**src/rtl/usb_uart_tx_arb.sv**
```systemverilog
// Shares the usb_uart transmit byte port among NREQ producers using line-granular
// round-robin, pacing writes against uart_busy and discarding traffic without a host.
module usb_uart_tx_arb #(
  parameter int unsigned NREQ         = 2,
  parameter int unsigned BURST_MAX    = 64,
  parameter int unsigned IDLE_TIMEOUT = 4800,
  parameter bit          DROP_NO_HOST = 1'b1
) (
  input  logic              clk_48mhz,
  input  logic              resetq,
  input  logic              host_presence,
  input  logic [NREQ-1:0]   req_valid,
  input  logic [8*NREQ-1:0] req_data,
  output logic [NREQ-1:0]   req_ready,
  output logic              uart_wr,
  output logic [7:0]        uart_tx_data,
  input  logic              uart_busy,
  output logic [1:0]        grant_id,
  output logic              grant_active,
  output logic [15:0]       drop_count
);

  localparam int unsigned IdleW = $clog2(IDLE_TIMEOUT + 1);

  typedef enum logic [1:0] {StIdle, StGrant, StPace1, StPace2} state_e;

  state_e           state_q;
  logic [1:0]       grant_q;
  logic [1:0]       rr_q;
  logic [7:0]       burst_q;
  logic [IdleW-1:0] idle_q;
  logic             release_q;
  logic             wr_q;
  logic [7:0]       data_q;
  logic [15:0]      drop_q;

  logic        drop_mode;
  logic        stall_mode;
  logic [3:0]  valid4;
  logic [3:0]  ready4;
  logic [31:0] data4;
  logic [7:0]  grant_byte;
  logic        grant_xfer;
  logic        pick_found;
  logic [1:0]  pick_id;
  logic [1:0]  cand;
  logic [2:0]  xfer_num;
  logic [16:0] drop_sum;
  logic [1:0]  rr_next;

  assign drop_mode  = DROP_NO_HOST && !host_presence;
  assign stall_mode = !DROP_NO_HOST && !host_presence;

  // Zero-pad to the 4-requester maximum so indexing by a 2-bit id is always in range.
  assign valid4 = 4'(req_valid);
  assign ready4 = 4'(req_ready);
  assign data4  = 32'(req_data);

  assign grant_byte = data4[{grant_q, 3'b000} +: 8];
  assign grant_xfer = valid4[grant_q] & ready4[grant_q];
  assign rr_next    = (grant_q == 2'(NREQ - 1)) ? 2'd0 : grant_q + 2'd1;
  assign drop_sum   = {1'b0, drop_q} + 17'(xfer_num);

  // Walk offsets from the far end so the nearest valid requester after rr_q wins.
  always_comb begin
    pick_found = 1'b0;
    pick_id    = 2'd0;
    cand       = 2'd0;
    for (int k = int'(NREQ) - 1; k >= 0; k--) begin
      cand = 2'((int'(rr_q) + k) % int'(NREQ));
      if (valid4[cand]) begin
        pick_found = 1'b1;
        pick_id    = cand;
      end
    end
  end

  always_comb begin
    req_ready = '0;
    if (drop_mode && (state_q == StIdle || state_q == StGrant)) begin
      req_ready = '1;
    end else if (state_q == StGrant && host_presence && !uart_busy) begin
      for (int i = 0; i < int'(NREQ); i++) begin
        req_ready[i] = (grant_q == 2'(i));
      end
    end
  end

  always_comb begin
    xfer_num = '0;
    for (int i = 0; i < int'(NREQ); i++) begin
      xfer_num = xfer_num + 3'(req_valid[i] & req_ready[i]);
    end
  end

  always_ff @(posedge clk_48mhz or negedge resetq) begin
    if (!resetq) begin
      state_q   <= StIdle;
      grant_q   <= 2'd0;
      rr_q      <= 2'd0;
      burst_q   <= 8'd0;
      idle_q    <= '0;
      release_q <= 1'b0;
      wr_q      <= 1'b0;
      data_q    <= 8'h00;
      drop_q    <= 16'h0000;
    end else begin
      wr_q <= 1'b0;
      if (drop_mode) begin
        drop_q <= drop_sum[16] ? 16'hFFFF : drop_sum[15:0];
      end
      unique case (state_q)
        StIdle: begin
          idle_q <= '0;
          if (host_presence && pick_found) begin
            grant_q <= pick_id;
            state_q <= StGrant;
          end
        end
        StGrant: begin
          if (drop_mode) begin
            idle_q  <= '0;
            state_q <= StIdle;
          end else if (host_presence) begin
            if (grant_xfer) begin
              wr_q      <= 1'b1;
              data_q    <= grant_byte;
              burst_q   <= burst_q + 8'd1;
              release_q <= (grant_byte == 8'h0A) || (burst_q == 8'(BURST_MAX - 1));
              idle_q    <= '0;
              state_q   <= StPace1;
            end else if (valid4[grant_q]) begin
              idle_q <= '0;
            end else if (idle_q == IdleW'(IDLE_TIMEOUT - 1)) begin
              idle_q  <= '0;
              burst_q <= 8'd0;
              rr_q    <= rr_next;
              state_q <= StIdle;
            end else begin
              idle_q <= idle_q + IdleW'(1);
            end
          end
        end
        StPace1: begin
          if (!stall_mode) begin
            state_q <= StPace2;
          end
        end
        StPace2: begin
          if (!stall_mode) begin
            release_q <= 1'b0;
            if (release_q || drop_mode) begin
              burst_q <= 8'd0;
              state_q <= StIdle;
              if (release_q) begin
                rr_q <= rr_next;
              end
            end else begin
              state_q <= StGrant;
            end
          end
        end
        default: state_q <= StIdle;
      endcase
    end
  end

  assign uart_wr      = wr_q;
  assign uart_tx_data = data_q;
  assign grant_id     = grant_q;
  assign grant_active = (state_q != StIdle) && !drop_mode;
  assign drop_count   = drop_q;

endmodule

```
**config.mk**
```make
export PLATFORM = sky130hd
export DESIGN_NAME = usb_uart_tx_arb
export DESIGN_NICKNAME = d
export VERILOG_FILES = /design/src/rtl/usb_uart_tx_arb.sv
export SDC_FILE = /design/constraint.sdc
export NUM_CORES = 1
export LEC_CHECK = 0
export ABC_AREA = 0
export CAP_MARGIN = 30
export CORE_ASPECT_RATIO = 1.2
export CORE_MARGIN = 2
export CORE_UTILIZATION = 55
export DETAILED_ROUTE_END_ITERATION = 10
export PLACE_DENSITY = 0.91
export SLEW_MARGIN = 10
export SYNTH_ARGS = -nofsm -noshare
export SYNTH_HDL_FRONTEND = slang
export SYNTH_SLANG_ARGS = --single-unit
```
**constraint.sdc**
```tcl
create_clock -name clk_48mhz -period 9 [get_ports clk_48mhz]
set_input_delay 1.8 -clock clk_48mhz [delete_from_list [all_inputs] [get_ports clk_48mhz]]
set_output_delay 1.8 -clock clk_48mhz [all_outputs]
set_load 0.005 [all_outputs]
```
# Word-level counts from Yosys, hierarchy flattened
# Index checks and enable logic that the tools add are counted.
[op_classes] magnitude_cmp=3 n_reduce_logical=21 eq_ne=19 n_bitwise=4 n_mux=47 addsub=6 n_shift=1
[op_table] op="two-way mux 13 bit" count=4
[op_table] op="two-way mux 8 bit" count=5
[op_table] op="variable part select 32 x 6 -> 8 bit" count=1
[op_table] op="case mux 13 bit (2 select lines)" count=1
[op_table] op="two-way mux 1 bit" count=20
[op_table] op="two-way mux 2 bit" count=9
[op_table] op="adder 16 x 3 -> 17 bit" count=1
[op_table] op="two-way mux 16 bit" count=1
[op_table] op="case mux 8 bit (2 select lines)" count=1
[op_table] op="adder 13 x 1 -> 13 bit, second input constant" count=1
[op_table] op="== test 13 bit, second input constant" count=1
[op_table] op="inequality test 2 bit, second input constant" count=6
[op_table] op="AND reduction 3 bit" count=3
[op_table] op="adder 8 x 1 -> 8 bit, second input constant" count=1
[op_table] op="== test 8 x 4 -> 1 bit, second input constant" count=1
[op_table] op="== test 8 x 6 -> 1 bit, second input constant" count=1
[op_table] op="case mux 2 bit (4 select lines)" count=1
[op_table] op="AND reduction 7 bit" count=1
[op_table] op="binary-select mux 1 bit (select 2 bit)" count=3
[op_table] op="< comparator 2 x 3 -> 1 bit, second input constant" count=2
[op_table] op="nonzero test 2 bit" count=3
[op_table] op="logical AND 1 bit" count=5
[op_table] op="AND reduction 5 bit" count=1
[op_table] op="== test 2 x 1 -> 1 bit, second input constant" count=2
[op_table] op="16 further kinds" count=26
[totals] word_cells=110 inputBits=22 register_bits=52

# Longest topological paths before layout
# Gate-level depths: netlist (run 1).
[logic_depth] word_depth=11 depth_mapped=13

# Worst setup path after synthesis (run 1)
# OpenSTA, ideal clock, no wires.
[synth_timing] kind="input to register" startpoint="input port host_presence" endpoint="register drop_q[9], in the netlist drop_count[9]" path_buffers=1 t_arrival_ns=3.990 path_stages=11 setup_time_ns=0.077 slack_ns=4.932 path_cell_list="buf_2 -> a21oi_1 -> and2_1 -> ha_1 -> ha_1 -> inv_1 -> fa_1 -> nor4_4 -> nand3_1 -> and3_1 -> a21oi_1"
[synth_via] elab_chain_len=8
[synth_lines] item="start, declared" line_no="11" rtl="input logic host_presence,"
[synth_lines] item="logical AND 1 bit (2 in series)" line_no="82" rtl="end else if (state_q == StGrant && host_presence && !uart_busy) begin"
[synth_lines] item="two-way mux 2 bit" line_no="82"
[synth_lines] item="two-way mux 2 bit (*)" line_no="80" rtl="if (drop_mode && (state_q == StIdle || state_q == StGrant)) begin"
[synth_lines] item="via req_ready[0]" line_no="14" rtl="output logic [NREQ-1:0] req_ready,"
[synth_lines] item="bitwise AND 1 bit (*)" line_no="92" rtl="xfer_num = xfer_num + 3'(req_valid[i] & req_ready[i]);"
[synth_lines] item="adder 1 x 1 -> 2 bit (*)" line_no="92"
[synth_lines] item="adder 16 x 3 -> 17 bit (*)" line_no="62" rtl="assign drop_sum = {1'b0, drop_q} + 17'(xfer_num);"
[synth_lines] item="two-way mux 16 bit (*)" line_no="110" rtl="drop_q <= drop_sum[16] ? 16'hFFFF : drop_sum[15:0];"
[synth_lines] item="end signal, assigned" line_no="110"
[synth_lines] item="end, declared" line_no="35" rtl="logic [15:0] drop_q;"
# The timed path passes the listed nets; every way through them passes the cells marked *.
# A chain may end at the register's enable or synchronous reset.

# Worst setup path in the final report (run 1)
[layout_timing] startpoint="input port uart_busy" endpoint="output port req_ready[0]"
[layout_via] elab_chain_len=4
[layout_lines] item="start, declared" line_no="17" rtl="input logic uart_busy,"
[layout_lines] item="logical NOT 1 bit" line_no="82"
[layout_lines] item="logical AND 1 bit" line_no="82"
[layout_lines] item="two-way mux 2 bit" line_no="82"
[layout_lines] item="two-way mux 2 bit" line_no="80"
[layout_lines] item="end, declared" line_no="14"
# No other way between the ends.

==> run_results.csv, run 1 <==
group,metric,value,unit
clock_tree,ctsHoldBuffers,0,
placed_design,dpl.hpwl,4500,um
logic_synthesis,ys_seq_area_share,45.6,%
grt,busiest_layer,"met2",
critical_path,startpoint,"uart_busy",
logic_synthesis,synth_edf_count,0,
timing,max_freq,194,MHz
grt,grt_use_met2,39.9,%
timing,holdWs,0.488,ns
detailed_routing,vias_per_cell,6.01,
timing,finalMaxSlewViolations,0,
logic_synthesis,ys_top_cells_by_area,"dfrtp_1 46%, nand2_1 5.1%, o21ai_0 4.5%",
min_path,min_path_cells,1,
die,fp.coreArea,0.00490,sq mm
die,fp.dieArea,0.00568,sq mm
die,die_w,69.1,um
cells_and_area,syn_to_final_growth,22.5,%
min_path,holdPathEnd,"burst_q[7]$_DFFE_PN0P_",
timing,setup-violations-final,0,
clock_tree,clk_pin_slew,0.10,ns
critical_path,rrSetupSlack,5.34,ns
job,cap_viol_max_count,0,
logic_synthesis,ys_seq_elements,51,
timing,period_minus_slack,5.15,ns
power,ir_worst_vdd,0.133,mV
detailed_routing,drtAntennaViolNets,0,
cells_and_area,instances_no_fill,403,
grt,grt_pass1_vias,2334,
detailed_routing,via_count,2424,
critical_path,required,7.20,ns
logic_synthesis,syn-cell-area,0.00280,sq mm
timing,tns,0,ns
critical_path,worstPathMaxFanout,3,
clock_tree,cts_buffers,5,
clock_tree,cts_resized,0,
critical_path,worstPathArrival,3.35,ns
clock_tree,cts_setup_buffers,0,
clock_tree,clock_path_buffers,2,
detailed_routing,detail_route.iter0.violations,147,
placed_design,gp_congestion,0.884,
timing,fin_ws,3.85,ns
critical_path,r2r-start,"grant_id[0]$_DFFE_PN0P_",
cells_and_area,layout_commonest_cell,"dfrtp_1",
placed_design,place_ws,3.77,ns
logic_synthesis,ys_warn_count,0,
detailed_routing,routed_wl,6510,um
detailed_routing,wl_per_cell,16.2,um
die,pin_count,52,
power,p_leak,1.54,nW
grt,grt_start_max_net_pins,52,
timing,rsz0062_at_grt,"no",
grt,grt_pass1_wl,10600,um
grt,grt.overflow.total,0,
placed_design,placed_area,0.00331,sq mm
critical_path,crit_type,"in2out",
power,powerDensity,219,mW/mm^2
timing,slew_headroom,53.3,%
grt,met1_usage,29.7,%
timing,fin_worst_skew,0.0127,ns
critical_path,cp-end-kind,"output port",
logic_synthesis,yosysTopAreaCell,"dfrtp_1",
power,p_total,0.750,mW
detailed_routing,drt_pass1_iterations,4,
clock_tree,clk_latency,0.30,ns
critical_path,reg2reg_to,"drop_count[9]$_DFFE_PN0N_",
die,dieHeight,82.1,um
logic_synthesis,avgSynthCellArea,9.49,sq um
clock_tree,htree_levels,2,
detailed_routing,drc,0,
logic_synthesis,synth.distinct_cells,61,
min_path,hold_path_class,"reg2reg",
grt,grt_antenna_before_repair,0,
cells_and_area,final_cell_mix,"51 x dfrtp_1, 49 x clkdlybuf4s50_1, 38 x nand2_1, 25 x o21ai_0, 20 x nor2_1",
cells_and_area,final_util,69.9,%
clock_tree,cts_tree,"yes",
die,std_cell_rows,28,
cells_and_area,fin_nets,370,
die,initial_core_util,57.1,%
run_status,outcome,"finished clean",
logic_synthesis,synth_top_area_share,45.6,%
cells_and_area,drive_gt1_share,8.16,%
clock_tree,cts_root_buffer,"clkbuf_8",
logic_synthesis,synth_fp_nets,323,
cells_and_area,num-fill-cells,376,
logic_synthesis,synthesis.instances,295,
placed_design,place_inst,395,
placed_design,portBuffers,50,
logic_synthesis,ys.flop_type,"dfrtp_1",
clock_tree,cts.sinks,51,
logic_synthesis,synthArstFlopShare,100,%
timing,period_share,57.2,%
grt,use_met3,3.52,%
critical_path,reg2reg_depth,11,
cells_and_area,design_area,0.00343,sq mm
min_path,worstHoldStart,"burst_q[7]$_DFFE_PN0P_",
timing,hold_viol,0,
grt,grtUsageTotal,23.2,%
timing,worst_slew_pin_slew,0.700,ns
cells_and_area,n_antenna_cell,0,
critical_path,cp-start-kind,"input pin",
area by class of cell:
| cell class | count | area, sq um | share of cell area, % |
|---|---|---|---|
| Inverter | 11 | 41.3 | 1.20 |
| Multi-Input combinational cell | 222 | 1420 | 41.3 |
| Clock inverter | 2 | 35.0 | 1.02 |
| Timing Repair Buffer | 51 | 503 | 14.7 |
| Tap cell | 60 | 75.1 | 2.19 |
| Sequential cell | 51 | 1280 | 37.2 |
| Clock buffer | 6 | 82.6 | 2.41 |
sequential cells by signal (all words and copies together), names as in the netlist, named ones only:
register and count:
drop_count 16, idle_q 13, burst_q 8, uart_tx_data 8
grant_id 1, release_q 1, rr_q 1, state_q 1
uart_wr 1
kinds of logic after synthesis:
logic type	count (synthesis)	synth area share [%]
AND/OR/NAND/NOR	117	22.8
AO/OA/AOI/OAI	76	16.9
flip-flops	51	45.6
buffers and inverters	22	3.80
multiplexers	14	5.41
XOR/XNOR	8	2.50
adder cells (fa/ha/maj)	6	2.95
other	1	0.134
worst max-delay path by stage:
stage,slack (ns),to,cells after the start
after floorplan,4.93,drop_count[9]$_DFFE_PN0N_,11
after global routing,3.74,req_ready[0],5
after detailed placement,3.77,drop_count[9]$_DFFE_PN0N_,11
final,3.85,req_ready[0],5
after global placement,3.90,grant_active,4
after CTS,3.86,req_ready[0],5
report_power, final:
part           switching [mW]  internal (mW)
clock                  0.0766         0.0901
combinational           0.117          0.138
sequential             0.0574          0.270
per-layer routing:
layer | wire, um | up-vias
met4 | 105 | 0
met1 | 2840 | 1197
met2 | 3310 | 69
li1 | - | 1147
met3 | 257 | 11
met5 | 0 | -
critical path: stages:
cell and delay, ns:
clkdlybuf4s50_1 0.46, nor2b_1 0.25, nand2b_1 0.09, a21oi_1 0.20
clkdlybuf4s50_1 0.54
synth_stat cells, types with 2 or more instances:
cell	instances
buf_4	2
o21a_1	3
or3_1	2
nor4_1	3
o21ai_0	25
nor2_1	20
and3b_1	2
buf_2	5
nand3_1	11
o211ai_1	2
o41ai_1	2
a21oi_1	18
clkbuf_1	3
and2_1	3
nand4_1	4
o21ai_1	3
xnor2_1	5
and3_1	9
a31oi_1	6
nor3_1	4
a22o_1	4
mux2i_1	10
dfrtp_1	51
xor2_1	3
mux2_2	2
and4_1	2
o31ai_1	4
inv_1	10
nand2_1	38
ha_1	5
nand2b_1	4
No activity file was read; power rests on OpenSTA's default activity.
==> inputs of run 2 (changes only) <==
Settings changed: CORE_UTILIZATION 55 to 47, PLACE_DENSITY 0.91 to 0.84.
Clock period 9 ns to 4.6 ns, I/O delays scaled along.
==> run_results.csv, run 2 (synthesized netlist as in run 1, its figures left out) <==
group,metric,value,unit
run_status,outcome,"finished clean",
detailed_routing,via_count,2392,
cells_and_area,largest_register_ffs,16,
detailed_routing,vias_per_cell,5.63,
grt,grt_pass1_vias,2266,
clock_tree,clk_latency,0.31,ns
die,dieHeight,88.5,um
clock_tree,htree_levels,2,
cells_and_area,drive_gt1_share,8.70,%
placed_design,placed_area,0.00335,sq mm
detailed_routing,drtAntennaViolNets,0,
clock_tree,cts_resized,0,
grt,grt_start_max_net_pins,52,
grt,grt_pass1_wl,10600,um
timing,tns,0,ns
die,fp.dieArea,0.00659,sq mm
die,initial_core_util,49.1,%
critical_path,cp-end-kind,"flop",
die,std_cell_rows,30,
timing,worst_slew_pin_slew,0.706,ns
critical_path,worstPathArrival,3.87,ns
power,netSwitchingFraction,33.5,%
min_path,hold_path_class,"reg2reg",
power,netSwitchingPower,0.484,mW
power,powerDensity,417,mW/mm^2
detailed_routing,detail_route.iter0.violations,137,
power,clock_power_share,22.0,%
placed_design,dpl.hpwl,4530,um
power,p_total,1.45,mW
timing,hold_viol,0,
cells_and_area,final_cell_mix,"51 x dfrtp_1, 49 x clkdlybuf4s50_1, 38 x nand2_1, 25 x o21ai_0, 20 x nor2_1",
cells_and_area,n_antenna_cell,0,
power,power_frac_comb,33.6,%
detailed_routing,drt_pass1_iterations,5,
power,p_leak,1.55,nW
timing,rsz0062_at_grt,"no",
clock_tree,cts_buffers,5,
placed_design,place_ws,0.654,ns
timing,max_freq,275,MHz
power,ir_worst_vdd,0.254,mV
timing,fin_ws,0.968,ns
critical_path,required,4.83,ns
clock_tree,cts_setup_buffers,0,
critical_path,r2r-start,"grant_id[0]$_DFFE_PN0P_",
power,internal_power,0.961,mW
grt,grt.overflow.total,0,
timing,fin_worst_skew,0.00897,ns
detailed_routing,wl_per_cell,14.7,um
timing,setup-violations-final,0,
die,die_w,74.4,um
power,pwr-share-seq,44.4,%
cells_and_area,instances_no_fill,425,
critical_path,crit_type,"in2reg",
clock_tree,cts_root_buffer,"clkbuf_8",
min_path,worstHoldStart,"uart_tx_data[2]$_DFFE_PN0P_",
job,cap_viol_max_count,0,
timing,finalMaxSlewViolations,0,
placed_design,place_inst,417,
cells_and_area,syn_to_final_growth,23.8,%
timing,slew_headroom,52.9,%
die,fp.coreArea,0.00571,sq mm
clock_tree,ctsHoldBuffers,0,
detailed_routing,drc,0,
timing,period_share,79.0,%
detailed_routing,routed_wl,6250,um
critical_path,startpoint,"uart_busy",
clock_tree,cts.sinks,51,
die,pin_count,52,
placed_design,portBuffers,50,
cells_and_area,layout_commonest_cell,"dfrtp_1",
critical_path,cp-start-kind,"input pin",
critical_path,worstPathMaxFanout,7,
clock_tree,cts_tree,"yes",
cells_and_area,fin_nets,372,
placed_design,gp_congestion,0.839,
grt,grtUsageTotal,20.5,%
clock_tree,clock_path_buffers,2,
timing,period_minus_slack,3.63,ns
cells_and_area,design_area,0.00346,sq mm
clock_tree,clk_pin_slew,0.09,ns
grt,grt_antenna_before_repair,0,
-- run 2: cell count changes in the layout (fill, tap and decap cells not counted) --
cell,before,now
buf_4,1,3
clkbuf_8,6,5
clkinv_4,0,1
-- run 2: per-stage QoR --
step	hold WS [ns]	util, %
after floorplan	0.446	-
after global routing	0.518	60.7
after CTS	0.492	60.7
final	0.486	60.7
after global placement	0.463	58.8
after detailed placement	0.474	58.8
-- run 2: final cells by class --
cell class / instances / area [sq um]
clock buffers: 5 / 68.8
clock inverters: 3 / 43.8
fillers: 506 / 2240
inverters: 11 / 41.3
multi-input cells: 222 / 1420
flip-flops and latches: 51 / 1280
well taps: 80 / 100
repair buffers: 53 / 518
-- run 2: power groups by stage --
stage,logic (mW),registers [mW],clock network (mW)
finish,0.486,0.641,0.318
global route,0.547,0.656,0.336
CTS,0.493,0.640,0.325
detailed placement,0.489,0.648,0
global placement,0.475,0.643,0
floorplan,0.316,0.594,0
-- run 2: path summary, 6_finish.rpt --
check                                              end  slack [ns]  cells past startpoint
setup / recovery             drop_count[9]$_DFFE_PN0N_        0.97                     13
hold / removal             uart_tx_data[2]$_DFFE_PN0P_        0.49                      2
setup reg to reg             drop_count[9]$_DFFE_PN0N_        1.29                     11
hold reg to reg            uart_tx_data[2]$_DFFE_PN0P_        0.49                      2
max in group asynchronous   drop_count[12]$_DFFE_PN0N_        3.46                      2
min in group asynchronous       burst_q[0]$_DFFE_PN0P_        0.70                      2
-- run 2: worst max-delay path, cell delays in order --
cell	delay (ns)
clkdlybuf4s50_1	0.54
nor2b_1	0.09
nand2b_1	0.08
a21oi_1	0.07
and2_1	0.20
ha_1	0.27
ha_1	0.15
inv_1	0.05
fa_1	0.45
nor4_4	0.44
nand3_1	0.23
and3_1	0.24
a21oi_1	0.15
-- run 2: per-layer routing --
layer | track usage (%) | wire (um)
met1 | 27.7 | 2730
met2 | 33.5 | 3220
met3 | 3.30 | 205
met4 | 7.31 | 102
met5 | 0 | 0
==> inputs of run 3 (changes only) <==
Clock period 4.6 ns to 3.32 ns, I/O delays scaled along.
==> run_results.csv, run 3 (synthesized netlist as in run 1, its figures left out) <==
group,metric,value,unit
clock_tree,cts_tree,"yes",
cells_and_area,instances_no_fill,437,
detailed_routing,wl_met3,201,um
min_path,hold_path_class,"in2async",
critical_path,reg2reg_depth,13,
placed_design,place_inst,430,
grt,grt_antenna_before_repair,0,
die,dieHeight,88.5,um
clock_tree,clock_path_buffers,2,
critical_path,crit_chain,"clkdlybuf4s50_1 > nor2b_2 > nand2b_1 > a21oi_1 > and2_1 > ha_1 > ha_1 > inv_1 > fa_1 > nor4_4 > buf_4 > nand4_1 > nor3_1 > a21oi_1",
detailed_routing,drt-met1-wl,2810,um
timing,fin_worst_skew,0.00813,ns
detailed_routing,routed_wl,6460,um
die,fp.dieArea,0.00659,sq mm
critical_path,required,3.51,ns
detailed_routing,highest_layer,"met4",
detailed_routing,drtAntennaViolNets,0,
cells_and_area,num-fill-cells,483,
clock_tree,cts_buffers,5,
timing,hold_viol,0,
cells_and_area,drive_gt1_share,12.0,%
grt,grt.overflow.total,0,
detailed_routing,vias_per_cell,5.53,
timing,rsz0062_at_grt,"no",
timing,period_minus_slack,3.11,ns
die,pin_count,52,
critical_path,critPathSlowestCell,"clkdlybuf4s50_1",
placed_design,gp_congestion,0.853,
placed_design,portBuffers,50,
critical_path,slowest_delay,0.44,ns
grt,grt_start_max_net_pins,35,
cells_and_area,n_antenna_cell,0,
placed_design,dpl.hpwl,4840,um
job,cap_viol_max_count,0,
critical_path,worstPathArrival,3.30,ns
grt,grt_pass1_vias,2377,
timing,worst_slew_pin_slew,0.728,ns
clock_tree,htree_levels,2,
die,die_w,74.4,um
timing,setup-violations-final,0,
critical_path,r2r-start,"state_q[0]$_DFFE_PN0P_",
power,ir_worst_vdd,0.471,mV
critical_path,cp-end-kind,"flop",
critical_path,reg2reg_to,"drop_count[14]$_DFFE_PN0N_",
timing,max_freq,322,MHz
detailed_routing,via_count,2416,
run_status,outcome,"finished clean",
clock_tree,cts_root_buffer,"clkbuf_8",
cells_and_area,layout_commonest_cell,"dfrtp_1",
critical_path,worstPathMaxFanout,6,
die,std_cell_rows,30,
clock_tree,clk_pin_slew,0.09,ns
die,initial_core_util,49.1,%
cells_and_area,largest_register_ffs,16,
detailed_routing,wl_met2,3380,um
clock_tree,cts.sinks,51,
cells_and_area,syn_to_final_growth,27.1,%
clock_tree,clk_latency,0.30,ns
cells_and_area,final_cell_mix,"51 x dfrtp_1, 49 x clkdlybuf4s50_1, 38 x nand2_1, 25 x o21ai_0, 20 x nor2_1",
detailed_routing,wl_per_cell,14.8,um
critical_path,cp-start-kind,"input pin",
critical_path,crit_type,"in2reg",
detailed_routing,drc,0,
grt,grt_pass1_wl,10900,um
cells_and_area,ff_latch_area,0.00128,sq mm
detailed_routing,drt_pass1_iterations,4,
critical_path,rrSetupSlack,0.46,ns
die,fp.coreArea,0.00571,sq mm
power,p_leak,1.60,nW
power,powerDensity,571,mW/mm^2
cells_and_area,multi_input_area,0.00142,sq mm
cells_and_area,fin_nets,385,
timing,period_share,93.6,%
timing,slew_headroom,51.4,%
timing,tns,0,ns
detailed_routing,detail_route.iter0.violations,160,
grt,grtUsageTotal,20.9,%
timing,finalMaxSlewViolations,0,
run 3: cell count changes in the layout (fill, tap and decap cells not counted), sizes merged:
cell / previous run / this run
buf: 4 / 17
clkinv: 2 / 0
clkinvlp: 0 / 1
run 3: power breakdown:
group          total, mW  leakage, nW  switching [mW]  internal (mW)
logic              0.766        0.883           0.355          0.411
clock network      0.425       0.0502           0.205          0.221
registers          0.842        0.671           0.108          0.734
total               2.03         1.60           0.668           1.37
run 3: timing repair:
item / CTS / global route
buffers inserted: 0 / 0
hold buffers: 0 / 0
resized for setup: 0 / 1
endpoints found under the setup margin: 0 / 2
run 3: worst max-delay path: cells and delay by family:
kind / cells / cell delay (ns)
AND/OR/NAND/NOR: 6 / 0.99
adder cells (fa/ha/maj): 3 / 0.70
buffers and inverters: 3 / 0.67
AO/OA/AOI/OAI: 2 / 0.26
run 3: metal layers:
layer | track usage, % | vias to the layer above
met1 | 27.9 | 1180
met5 | 0 | -
li1 | - | 1180
met3 | 2.51 | 5
met2 | 35.6 | 51
met4 | 6.17 | 0
run 3: cell type report:
| cell class | count | area share, % |
|---|---|---|
| clock buffer | 5 | 1.93 |
| clock inverter | 2 | 1.05 |
| inverter | 11 | 1.16 |
| multi-input combinational | 222 | 39.9 |
| sequential | 51 | 35.9 |
| tap | 80 | 2.81 |
| timing repair buffer | 66 | 17.3 |
run 3: worst max-delay path by stage:
| stage | slack, ns | startpoint | cells past startpoint | to |
|---|---|---|---|---|
| after global placement | -0.03 | uart_busy | 14 | drop_count[14]$_DFFE_PN0N_ |
| after floorplan | 0.39 | host_presence | 11 | drop_count[9]$_DFFE_PN0N_ |
| after CTS | 0.16 | uart_busy | 14 | drop_count[14]$_DFFE_PN0N_ |
| final | 0.21 | uart_busy | 14 | drop_count[14]$_DFFE_PN0N_ |
| after global routing | 0.01 | uart_busy | 14 | drop_count[14]$_DFFE_PN0N_ |
| after detailed placement | -0.12 | uart_busy | 14 | drop_count[14]$_DFFE_PN0N_ |
run 3: through the flow:
step	utilization, %	setup slack, ns	power, mW	area, sq um	hold slack (ns)
2_1_floorplan	-	0.388	1.26	2800	0.368
3_3_place_gp	60.5	-0.0289	1.59	3450	0.463
3_5_place_dp	60.5	-0.120	1.62	3450	0.468
4_1_cts	62.3	0.164	2.04	3560	0.434
5_1_grt	62.4	0.0150	2.16	3560	0.480
6_report	62.4	0.212	2.03	3560	0.410
